$ cat src/rtl/hilo_muldiv_unit_pkg.sv
// -----------------------------------------------------------------------------
// hilo_muldiv_unit_pkg
//   Shared types for the HI/LO multiply/divide unit: the control unit's
//   alu_ctrl codes, the unit's FSM state encoding, the default operand width
//   and a small decode helper for the HI/LO move requests.
// -----------------------------------------------------------------------------
package hilo_muldiv_unit_pkg;

    localparam int DEF_WIDTH = 32;

    // alu_ctrl codes driven by the control unit. Only the HI/LO related codes
    // are acted on here; the rest are listed so that decode sites read clearly.
    typedef enum logic [3:0] {
        ADDac   = 4'd0,
        SUBac   = 4'd1,
        ANDac   = 4'd2,
        ORac    = 4'd3,
        XORac   = 4'd4,
        NORac   = 4'd5,
        SLTac   = 4'd6,
        SLTUac  = 4'd7,
        MULTUac = 4'd8,
        DIVUac  = 4'd9,
        MFHIac  = 4'd10,
        MFLOac  = 4'd11,
        MULTac  = 4'd12,
        DIVac   = 4'd13
    } alu_ctrl_t;

    typedef enum logic [1:0] {
        IDLE = 2'd0,
        MUL  = 2'd1,
        DIV  = 2'd2,
        DONE = 2'd3
    } muldiv_state_t;

    // True for the two codes that read HI or LO back into the datapath.
    function automatic logic is_mf(input logic [3:0] code);
        return (code == MFHIac) || (code == MFLOac);
    endfunction

endpackage

$ cat src/rtl/muldiv_core.sv
// -----------------------------------------------------------------------------
// muldiv_core
//   One combinational iteration of the HI/LO unit's arithmetic, applied to the
//   2*WIDTH-bit accumulator held in hilo_muldiv_unit.
//
//   Multiply (is_div=0): acc = {partial product, remaining multiplier bits}.
//     If the multiplier LSB is set, the multiplicand is added into the upper
//     half; the whole accumulator then shifts right one bit.
//   Divide   (is_div=1): acc = {partial remainder, remaining dividend bits}.
//     The remainder is shifted left pulling in the next dividend bit (a
//     WIDTH+1-bit value), the divisor is trial-subtracted, and the quotient
//     bit shifts in at the bottom. A zero divisor always "fits", which yields
//     an all-ones quotient and the dividend as remainder.
//
// Ports
//   is_div    in   1         select divide step (1) or multiply step (0)
//   acc       in   2*WIDTH   current accumulator
//   operand   in   WIDTH     multiplicand or divisor
//   acc_next  out  2*WIDTH   accumulator after one step
// -----------------------------------------------------------------------------
module muldiv_core #(
    parameter int WIDTH = 32
) (
    input  logic                 is_div,
    input  logic [2*WIDTH-1:0]   acc,
    input  logic [WIDTH-1:0]     operand,
    output logic [2*WIDTH-1:0]   acc_next
);

    logic [WIDTH:0]   mul_sum;
    logic [WIDTH:0]   partial;
    logic             fits;
    logic [WIDTH-1:0] diff;

    // NOTE: every always_comb output gets a value on every path (defaults or
    // a full if/else); a missing branch would infer a latch.
    always_comb begin
        mul_sum = {1'b0, acc[2*WIDTH-1:WIDTH]} + (acc[0] ? {1'b0, operand} : '0);

        partial = {acc[2*WIDTH-1:WIDTH], acc[WIDTH-1]};
        fits    = partial >= {1'b0, operand};
        // When the divisor fits, the true difference is below the divisor,
        // so WIDTH-bit modular subtraction is exact.
        diff    = partial[WIDTH-1:0] - operand;

        if (is_div) begin
            acc_next = {(fits ? diff : partial[WIDTH-1:0]), acc[WIDTH-2:0], fits};
        end else begin
            acc_next = {mul_sum, acc[WIDTH-1:1]};
        end
    end

endmodule

$ cat src/rtl/hilo_muldiv_unit.sv
// -----------------------------------------------------------------------------
// hilo_muldiv_unit
//   Multi-cycle HI/LO responder for MULTU / DIVU / MFHI / MFLO requests.
//   Radix-2 shift-add multiply and restoring divide, one bit per clock, WIDTH
//   iterations. Owns the HI/LO registers and drives the HI/LO read-back value
//   for the datapath result mux. stall holds off an MFHI/MFLO that would read
//   HI/LO while an operation is still iterating.
//
//   Optional build macro MULDIV_SIGNED_EN: also accept MULTac/DIVac (signed
//   MULT/DIV). Operands are turned into magnitudes when accepted, run through
//   the unsigned datapath, and the signs are fixed up as HI/LO are written.
//   Without the macro those codes are ignored and no sign logic exists.
//
// Ports
//   clk       in   1      rising-edge clock
//   rst_n     in   1      asynchronous active-low reset
//   start     in   1      request strobe, qualified by alu_ctrl
//   alu_ctrl  in   4      alu_ctrl_t code from the control unit
//   a         in   WIDTH  rs operand (multiplicand / dividend)
//   b         in   WIDTH  rt operand (multiplier / divisor)
//   busy      out  1      iteration in progress
//   done      out  1      one-cycle pulse, HI/LO hold the new result
//   stall     out  1      busy while an MFHI/MFLO is requested
//   hi        out  WIDTH  HI register
//   lo        out  WIDTH  LO register
//   mf_out    out  WIDTH  hi for MFHI, lo for MFLO, else 0
// -----------------------------------------------------------------------------
module hilo_muldiv_unit
    import hilo_muldiv_unit_pkg::*;
#(
    parameter int WIDTH = DEF_WIDTH
) (
    input  logic             clk,
    input  logic             rst_n,
    input  logic             start,
    input  logic [3:0]       alu_ctrl,
    input  logic [WIDTH-1:0] a,
    input  logic [WIDTH-1:0] b,
    output logic             busy,
    output logic             done,
    output logic             stall,
    output logic [WIDTH-1:0] hi,
    output logic [WIDTH-1:0] lo,
    output logic [WIDTH-1:0] mf_out
);

    // Counts 0..WIDTH-1 during an operation; one spare bit so it never wraps.
    localparam int CNT_W = $clog2(WIDTH) + 1;

    muldiv_state_t      state;
    muldiv_state_t      state_nxt;
    logic [CNT_W-1:0]   count;
    logic [2*WIDTH-1:0] acc;
    logic [2*WIDTH-1:0] acc_next;
    logic [WIDTH-1:0]   operand;

    logic               req_mul;
    logic               req_div;
    logic               accept_mul;
    logic               accept_div;
    logic               last_step;
    logic [WIDTH-1:0]   a_load;
    logic [WIDTH-1:0]   b_load;
    logic [WIDTH-1:0]   res_hi;
    logic [WIDTH-1:0]   res_lo;

`ifdef MULDIV_SIGNED_EN
    logic               req_signed;
    logic               neg_q;      // product / quotient must be negated
    logic               neg_r;      // remainder must be negated
`endif

    // ------------------------------------------------------------------
    // Request decode and operand preparation
    // ------------------------------------------------------------------
    always_comb begin
`ifdef MULDIV_SIGNED_EN
        req_signed = (alu_ctrl == MULTac) || (alu_ctrl == DIVac);
        req_mul    = (alu_ctrl == MULTUac) || (alu_ctrl == MULTac);
        req_div    = (alu_ctrl == DIVUac)  || (alu_ctrl == DIVac);
`else
        req_mul    = (alu_ctrl == MULTUac);
        req_div    = (alu_ctrl == DIVUac);
`endif
        a_load = a;
        b_load = b;
`ifdef MULDIV_SIGNED_EN
        if (req_signed && a[WIDTH-1]) a_load = -a;
        if (req_signed && b[WIDTH-1]) b_load = -b;
`endif
    end

    assign last_step = (count == CNT_W'(WIDTH - 1));

    // ------------------------------------------------------------------
    // FSM: state register + next-state logic
    // ------------------------------------------------------------------
    always_comb begin
        state_nxt  = state;
        accept_mul = 1'b0;
        accept_div = 1'b0;
        case (state)
            IDLE, DONE: begin
                // A start in DONE is taken right away; done still pulses
                // for the finished operation because it follows the state.
                accept_mul = start & req_mul;
                accept_div = start & req_div;
                if (accept_mul)      state_nxt = MUL;
                else if (accept_div) state_nxt = DIV;
                else                 state_nxt = IDLE;
            end
            MUL, DIV: begin
                if (last_step) state_nxt = DONE;
            end
            default: state_nxt = IDLE;
        endcase
    end

    // NOTE: sequential state uses non-blocking assignments only, so every
    // register samples the pre-edge values regardless of statement order.
    always_ff @(posedge clk or negedge rst_n) begin
        if (!rst_n) state <= IDLE;
        else        state <= state_nxt;
    end

    // ------------------------------------------------------------------
    // Arithmetic step
    // ------------------------------------------------------------------
    muldiv_core #(
        .WIDTH (WIDTH)
    ) u_core (
        .is_div   (state == DIV),
        .acc      (acc),
        .operand  (operand),
        .acc_next (acc_next)
    );

    // Final HI/LO values: acc_next is {product} for multiply and
    // {remainder, quotient} for divide, so the split is identical.
    always_comb begin
        {res_hi, res_lo} = acc_next;
`ifdef MULDIV_SIGNED_EN
        if (state == MUL) begin
            if (neg_q) {res_hi, res_lo} = -acc_next;
        end else begin
            if (neg_q) res_lo = -acc_next[WIDTH-1:0];
            if (neg_r) res_hi = -acc_next[2*WIDTH-1:WIDTH];
        end
`endif
    end

    // ------------------------------------------------------------------
    // Datapath registers
    // ------------------------------------------------------------------
    always_ff @(posedge clk or negedge rst_n) begin
        if (!rst_n) begin
            count   <= '0;
            acc     <= '0;
            operand <= '0;
            hi      <= '0;
            lo      <= '0;
`ifdef MULDIV_SIGNED_EN
            neg_q   <= 1'b0;
            neg_r   <= 1'b0;
`endif
        end else if (accept_mul || accept_div) begin
            count   <= '0;
            // Multiply: multiplier in the low half, multiplicand aside.
            // Divide:   dividend in the low half, divisor aside.
            acc     <= {{WIDTH{1'b0}}, (accept_mul ? b_load : a_load)};
            operand <= accept_mul ? a_load : b_load;
`ifdef MULDIV_SIGNED_EN
            neg_q   <= req_signed & (a[WIDTH-1] ^ b[WIDTH-1]);
            neg_r   <= req_signed & a[WIDTH-1];
`endif
        end else if (busy) begin
            acc   <= acc_next;
            count <= count + 1'b1;
            if (last_step) begin
                hi <= res_hi;
                lo <= res_lo;
            end
        end
    end

    // ------------------------------------------------------------------
    // Outputs
    // ------------------------------------------------------------------
    assign busy  = (state == MUL) || (state == DIV);
    assign done  = (state == DONE);
    assign stall = busy & is_mf(alu_ctrl);

    always_comb begin
        mf_out = '0;
        if (alu_ctrl == MFHIac)      mf_out = hi;
        else if (alu_ctrl == MFLOac) mf_out = lo;
    end

endmodule

$ cat config.mk
export PLATFORM = sky130hd
export DESIGN_NAME = hilo_muldiv_unit
export DESIGN_NICKNAME = d
export VERILOG_FILES = /design/src/rtl/hilo_muldiv_unit_pkg.sv /design/src/rtl/muldiv_core.sv /design/src/rtl/hilo_muldiv_unit.sv
export SDC_FILE = /design/constraint.sdc
export NUM_CORES = 1
export LEC_CHECK = 0
export CAP_MARGIN = 10
export CORE_ASPECT_RATIO = 1.75
export CORE_MARGIN = 2
export CORE_UTILIZATION = 49
export DETAILED_ROUTE_END_ITERATION = 16
export PLACE_DENSITY = 0.75
export SLEW_MARGIN = 40
export SYNTH_ARGS = -nofsm -noshare
export SYNTH_HDL_FRONTEND = slang
export SYNTH_SLANG_ARGS = --single-unit
$ cat constraint.sdc
create_clock -name clk -period 4 [get_ports clk]
set_input_delay 0.4 -clock clk [delete_from_list [all_inputs] [get_ports clk]]
set_output_delay 0.4 -clock clk [all_outputs]
set_load 0.1 [all_outputs]
# Yosys cells after proc, flatten, opt, wreduce, memory -nomap -nowiden
# Index checks and enable logic that the tools add are counted.
# word_totals
wordCells	48
output_inout_bits	99
inputBits	71
register_bits	168
# op_classes
bitwise	4
n_eq_ne	9
n_addsub	3
n_reduce_logical	8
magnitude_cmp	1
muxes	17
# op_table
op	n
32-bit 2-to-1 mux	6
64-bit 2-to-1 mux	3
32-bit by 33-bit adder with 33-bit output	1
33-bit by 32-bit >= comparator with 1-bit output	1
32-bit subtractor	1
4-bit equality test, second input constant	4
6-bit 2-to-1 mux	2
6-bit by 1-bit adder with 6-bit output, second input constant	1
6-bit by 5-bit equality test with 1-bit output, second input constant	1
2-bit 2-to-1 mux	3
2-bit equality test, second input constant	2
2-bit case mux with 2 select lines	1
2-bit OR reduction	2
1-bit AND	3
1-bit logical OR	3
3-bit AND reduction	1
2-bit by 1-bit equality test with 1-bit output, second input constant	1
2-bit logical NOT	1
1-bit 2-to-1 mux	2
2-bit != test, second input constant	1
2-bit nonzero test	1
1-bit inverter	1

# Longest topological paths before layout
# Gate-level depths: netlist of the first run.
# logic_depth
ltp_word	6
mapped_depth	15
ltp_nobuf	13

# Modules after synthesis
# Synthesis of the first run repeated with hierarchy kept, for this count alone.
# unflattened
cells_unflattened	1282
hier_area_um2	12359.4
# by_module_without_submodules
mod	seq_area_each_um2	cells_each	area_each_um2	instances
hilo_muldiv_unit	4204.0	574	7582.3	1
muldiv_core	0.0	708	4777.1	1

# Worst setup path before layout of the first run
# OpenSTA, ideal clock, no wires.
# synth_path
path_type	input-to-output
startpoint	in alu_ctrl[0]
endpoint	out mf_out[12]
n_path_buf	3
arrival_ps	2958
path_stages	5
required_ps	3600
path_slack_ps	642
cell_sequence	clkbuf_1 -> buf_1 -> clkbuf_1 -> mux2i_1 -> nor2_1
# synth_via
elab_chain_cells	3
elab_cells_between_ends	4
classes_between	eq/ne (2); mux (2)
# synth_rtl
element	line_no	rtl
from (decl)	hilo_muldiv_unit.sv:36	input logic [3:0] alu_ctrl,
4-bit equality test	hilo_muldiv_unit.sv:196	else if (alu_ctrl == MFLOac) mf_out = lo;
32-bit 2-to-1 mux	hilo_muldiv_unit.sv:196	
32-bit 2-to-1 mux *	hilo_muldiv_unit.sv:195	if (alu_ctrl == MFHIac) mf_out = hi;
to (decl)	hilo_muldiv_unit.sv:44	output logic [WIDTH-1:0] mf_out
# Mark *: on every way between the ends. The rest lies on a longest branch, timed or not.

# Worst setup path after layout of the first run
# layout_path
startpoint	reg acc[0]
endpoint	reg acc[59]
# layout_via
elab_chain_cells	5
# layout_rtl
element	line_no	rtl
from (decl)	hilo_muldiv_unit.sv:53	logic [2*WIDTH-1:0] acc;
from (signal assigned)	hilo_muldiv_unit.sv:170	acc <= {{WIDTH{1'b0}}, (accept_mul ? b_load : a_load)};
from (signal assigned)	hilo_muldiv_unit.sv:177	acc <= acc_next;
32-bit 2-to-1 mux	muldiv_core.sv:38	mul_sum = {1'b0, acc[2*WIDTH-1:WIDTH]} + (acc[0] ? {1'b0, operand} : '0);
32-bit by 33-bit adder with 33-bit output	muldiv_core.sv:38	
64-bit 2-to-1 mux	muldiv_core.sv:46	if (is_div) begin
64-bit 2-to-1 mux	hilo_muldiv_unit.sv:176	end else if (busy) begin
64-bit 2-to-1 mux	hilo_muldiv_unit.sv:166	end else if (accept_mul || accept_div) begin
# Every way passes these cells. The select of a mux whose other input is x is not followed.
# A chain may end at the register's enable or synchronous reset.

==> results.toml, run 1 <==
[final_layout]
diodes = 0
multi_input_area_um2 = 7560
instances_no_fill = 1900
drive_gt1_share_pct = 10.8
final-seq-area_um2 = 4200
final_util_pct = 57.7
syn2layout_area_growth_pct = 16.4
nFillCells = 2318
nets = 1711

[critical_path]
critPathCaptureType = "flop"
reg2reg_depth = 12
rrSetupSlack_ps = 400
r2r-start = "acc[0]$_DFFE_PN0P_"
crit_required_ps = 4300
cp_max_fo = 33
setup.worst_path.end = "acc[59]$_DFFE_PN0P_"
crit_arrival_ps = 3890
critPathKind = "flop to flop"
critPathLaunchType = "flop"
reg2reg_to = "acc[59]$_DFFE_PN0P_"
crit_start = "acc[0]$_DFFE_PN0P_"

[logic_synthesis]
yosysUniqueCellTypes = 75
synth_top_area_cell = "dfrtp_1"
postSynthAreaPerCell_um2 = 8.48
synthAdderAreaFrac_pct = 7.08
syn_area_um2 = 12400
synth-compound-area-share_pct = 21.4
synthMuxAreaShare_pct = 11.3
synth_top_family_by_area = "compound AO/OA/AOI/OAI gates"
ys.warnings.count = 0
synth_edf_count = 0
yosysSeqAreaShare_pct = 33.9
yosys.area_share.simple_pct = 17.7
synthArstFlopShare_pct = 100
synth.net_count = 1603
ys_ff_latch = 168
postSynthCellCount = 1463
synth_top_area_share_pct = 33.9
yosysMostFrequentCell = "nand2_1"
synth-main-ff-cell = "dfrtp_1"
post_synth_xor_area_fraction_pct = 3.39
synth_commonest_cells = "175 x nand2_1, 168 x dfrtp_1, 159 x o21ai_0"
synth_area_leaders = "dfrtp_1 34%, mux2i_1 11%, ha_1 6.8%, o21ai_0 6.4%, nand2_1 5.3%"

[place]
port_buffers = 169
gp_congestion = 0.974
place_hpwl_um = 28100
dp_cells = 1867
preCtsSetupSlack_ps = 420

[cts]
cts_made_buffers = 17
htree_num_levels = 4
clk_pin_slew_worst_paths_ps = 70
cts.sinks = 168
cts_tree = "built"
ctsResizeCount = 0
cts_root_buffer = "clkbuf_16"
clock_path_buffers = 2
insertion_delay_ps = 450
postCtsSetupRepairBufs = 0

[sta]
slew_viol_final = 0
clock_skew_ps = 9.86
worst_slack_ps = 405
rsz0062_at_grt = "false"
relSlewSlack_pct = 47.5
fin_crit_ps = 3600
fmax_mhz = 278
fin_crit_sh_pct = 89.9
tightest_slew_ps = 788
hold_ws_ps = 511
setup_tns_ps = 0
finalHoldViolations = 0
setup_viol = 0

[min_path]
min_path_type = "flop to flop"

[routing]
num_vias = 11500
antenna_left = 0
wl_um = 37200
wire_per_inst_um = 19.6
drt_iter0_drc = 758
drc = 0
avgViaCountPerCell = 6.05
first_pass_iters = 6

[power_and_ir_drop]
leakage_nw = 6.82
swShare_pct = 39.7
p_clk_share_pct = 26.6
vdd_ir_drop_max_v = 0.000319
seqPwrFrac_pct = 33.1
p_per_area_nw_per_um2 = 448
pwr-share-comb_pct = 40.3
switchingPower_mw = 2.57
intPower_mw = 3.90

[floorplan]
fp.dieArea_um2 = 26700
die_y_um = 215
start_util_pct = 49.5
fp.dieW_um = 124
io_pins = 170
core.rowCount = 77
core-area_um2 = 25000

[global_routing]
grt_remaining_overflow = 0
grt_antenna_before_repair = 0
grtUsageTotal_pct = 27.8
grt_start_max_net_pins = 96
grt_pass1_wl_um = 59900
grt_pass1_vias = 11100

[outcome]
status = "completed"

[job]
drv_cap = 0
==> how the worst min path moves through the flow <==
stage / slack (ps) / start / cells after the start / endpoint
after floorplan: 100 / rst_n / 0 / acc[0]$_DFFE_PN0P_
after global placement: 490 / lo[5]$_DFFE_PN0P_ / 2 / lo[5]$_DFFE_PN0P_
after detailed placement: 480 / rst_n / 1 / acc[5]$_DFFE_PN0P_
after CTS: 510 / operand[0]$_DFFE_PN0N_ / 2 / operand[0]$_DFFE_PN0N_
after global routing: 540 / operand[0]$_DFFE_PN0N_ / 2 / operand[0]$_DFFE_PN0N_
final: 510 / operand[0]$_DFFE_PN0N_ / 2 / operand[0]$_DFFE_PN0N_
==> kinds of logic (layout without fill, tap and decap cells) <==
group	after synthesis	after routing
AND/OR/NAND/NOR	463	463
AO/OA/AOI/OAI	423	423
flip-flops	168	168
buffers and inverters	153	274
multiplexers	139	139
adder cells (fa/ha/maj)	69	69
XOR/XNOR	48	48
==> state kept, by name, summed over array words and instances, names as in the netlist <==
| signal | flops |
|---|---|
| lo | 32 |
| count | 6 |
| acc | 64 |
| operand | 32 |
| state | 2 |
| hi | 32 |
==> per-layer routing <==
layer	routed length [um]	global-route usage (%)
met3	1900	4.12
met1	15600	35.8
met2	18600	47.6
met5	0	0
met4	1100	9.85
==> final cells by class <==
class                   count  share of cell area [%]
multi-input cells        1142                    52.4
flip-flops and latches    168                    29.1
well taps                 316                    2.74
inverters                  48                    1.25
clock inverters            13                    1.11
repair buffers            194                    10.3
clock buffers              19                    3.14
==> power groups by stage <==
stage               Combinational, mW  Clock, mW  Sequential [mW]
floorplan                        1.98          0             2.07
finish                           2.60       1.72             2.14
detailed placement               2.56          0             2.17
global route                     2.88       1.81             2.16
global placement                 2.52          0             2.16
CTS                              2.58       1.74             2.13
==> stage by stage <==
step                      total power [mW]  instance area, um2
after floorplan                       4.05               12400
after global placement                4.68               14100
after detailed placement              4.72               13800
after CTS                             6.46               14400
after global routing                  6.86               14400
final                                 6.47               14400
==> critical path: stages, from the launching register on <==
cell and delay, ps:
dfrtp_1 370, buf_4 230, and2_1 230, fa_1 450
a211o_1 290, o211ai_2 110, o211a_1 290, a31oi_1 160
o31a_1 370, a21oi_1 240, mux2_2 360, nor3_1 220
o21ai_0 110
==> layout by cell type, fill, tap and decap left out, types with 14 or more instances in the layout <==
cell / count
a21o_1: 27
a21oi_1: 78
a31oi_1: 18
and2_1: 36
buf_2: 65
buf_4: 57
clkbuf_16: 17
clkdlybuf4s50_1: 68
dfrtp_1: 168
ha_1: 66
inv_1: 46
mux2i_1: 135
nand2_1: 175
nand3_1: 81
nand4_1: 24
nor2_1: 80
o211ai_1: 14
o21ai_0: 159
o221ai_1: 34
xnor2_1: 25
xor2_1: 23
==> repair_timing <==
action	in CTS	in global routing
hold endpoints to repair	1	0
setup endpoints to repair	0	0
hold buffers	1	0
Power figures use the tool's default switching activity.
==> run 2, diff against run 1 <==
PLACE_DENSITY = 0.77   (was 0.75)
SKIP_LAST_GASP = 1   (was not set)
clock period = 3 ns   (was 4 ns; I/O delays follow)
==> results.toml, run 2 (synthesis gave the netlist of run 1 again) <==
[outcome]
status = "finished with violations"
violations = "setup timing"

[power_and_ir_drop]
swShare_pct = 39.9
power_mw = 9.59
leakage_nw = 7.73
intPower_mw = 5.76
vdd_ir_drop_max_v = 0.000508
p_per_area_nw_per_um2 = 572
pwr-share-comb_pct = 47.3
seqPwrFrac_pct = 29.9
switchingPower_mw = 3.83
p_clk_share_pct = 22.8

[floorplan]
core.rowCount = 77
core-area_um2 = 25000
io_pins = 170
die_y_um = 215
fp.dieW_um = 124
fp.dieArea_um2 = 26700
start_util_pct = 49.5

[cts]
clk_pin_slew_worst_paths_ps = 70
cts.sinks = 168
cts_root_buffer = "clkbuf_16"
cts_made_buffers = 17
clock_path_buffers = 2
htree_num_levels = 4
cts_tree = "built"
insertion_delay_ps = 460

[final_layout]
fin_area_um2 = 16800
largest_register = "acc"
final-seq-area_um2 = 4210
syn2layout_area_growth_pct = 35.1
nets = 1848
final_common_cell = "buf_4"
diodes = 0
multi_input_area_um2 = 8230
instances_no_fill = 2037
nFillCells = 2039
drive_gt1_share_pct = 23.8
layout_common_cells = "214 x buf_4, 174 x nand2_1, 167 x dfrtp_1"
final_util_pct = 66.9
largest_reg_flops = 64

[sta]
finalHoldViolations = 0
tightest_slew_ps = 729
rsz0062_at_grt = "true"
hold_ws_ps = 301
clock_skew_ps = 10.1
fmax_mhz = 328
setup_viol = 5
worst_slack_ps = -45.2
fin_crit_sh_pct = 102
fin_crit_ps = 3050
slew_viol_final = 0
relSlewSlack_pct = 51.4
setup_tns_ps = -100

[place]
gp_congestion = 0.980
dp_cells = 1990
place_hpwl_um = 31900
preCtsSetupSlack_ps = -356
place_area_um2 = 15400
port_buffers = 169

[global_routing]
grt_pass1_vias = 12300
grt_antenna_before_repair = 0
grt_start_max_net_pins = 122
grt.met2_usage_pct = 53.6
met1_usage_pct = 36.9
grt_remaining_overflow = 0
top_usage_layer = "met2"
grt_pass1_wl_um = 65700
use_met3_pct = 3.77
grtUsageTotal_pct = 31.0

[routing]
num_vias = 12400
drc = 0
antenna_left = 0
wire_per_inst_um = 20.9
wl_um = 42500
first_pass_iters = 6
drt_iter0_drc = 867
avgViaCountPerCell = 6.09

[critical_path]
cp_max_fo = 12
crit_family = "compound AO/OA/AOI/OAI gates"
critPathKind = "flop to flop"
critPathCaptureType = "flop"
critPathLaunchType = "flop"
crit_path_cell_trace = "buf_4 > and2_1 > ha_1 > a21o_1 > buf_4 > a31oi_1 > o21ai_1 > o31a_1 > a21oi_2 > mux2_4 > nor3_4 > o21ai_1"
reg2reg_depth = 12
cp_slowest_stage_delay_ps = 460
crit_required_ps = 3330
path_depth = 12
crit_arrival_ps = 3370
critPathBufInv = 2
critPathSlowestCell = "dfrtp_2"

[min_path]
min_path_type = "input pin to async pin"

[job]
drv_cap = 0
run 2: cell types whose count changed in the layout (fill, tap and decap cells not counted), sizes merged:
cell,previous run,this run
buf,125,262
bufinv,2,1
clkbuf,19,21
clkinv,6,5
run 2: final cells by class:
cell class	count	share of cell area [%]
Clock buffer	21	2.75
Inverter	48	1.07
Timing Repair Buffer	331	19.0
Tap cell	316	2.36
Sequential cell	168	25.1
Multi-Input combinational cell	1142	49.1
Clock inverter	11	0.657
run 2: what timing repair did:
action,4_1_cts,5_1_grt
cloned,0,1
gates resized for setup,28,105
buffers inserted,6,7
endpoints found under the setup margin,30,63
hold buffers,1,0
endpoints found under the hold margin,29,0
pin swaps,19,36
run 2: worst paths after layout:
check | start | endpoint | slack, ps
setup / recovery | acc[0]$_DFFE_PN0P_ | hi[27]$_DFFE_PN0P_ | -50
hold / removal | rst_n | acc[10]$_DFFE_PN0P_ | 300
setup reg to reg | acc[0]$_DFFE_PN0P_ | hi[27]$_DFFE_PN0P_ | -50
hold reg to reg | lo[25]$_DFFE_PN0P_ | lo[25]$_DFFE_PN0P_ | 520
max in group asynchronous | rst_n | acc[57]$_DFFE_PN0P_ | 1850
min in group clk | a[5] | operand[5]$_DFFE_PN0N_ | 510
run 2: layer usage:
| layer | share of wire, % | vias up |
|---|---|---|
| li1 | - | 5812 |
| met1 | 40 | 6039 |
| met2 | 50 | 422 |
| met3 | 4.6 | 134 |
| met4 | 5.3 | 0 |
| met5 | 0 | - |
run 2: power by group through the flow:
stage | registers (mW) | clock network (mW) | logic, mW
after floorplan | 2.76 | 0 | 2.66
after global routing | 2.89 | 2.29 | 4.90
final | 2.86 | 2.18 | 4.54
after CTS | 2.83 | 2.20 | 4.16
after global placement | 2.87 | 0 | 4.02
after detailed placement | 2.87 | 0 | 4.08
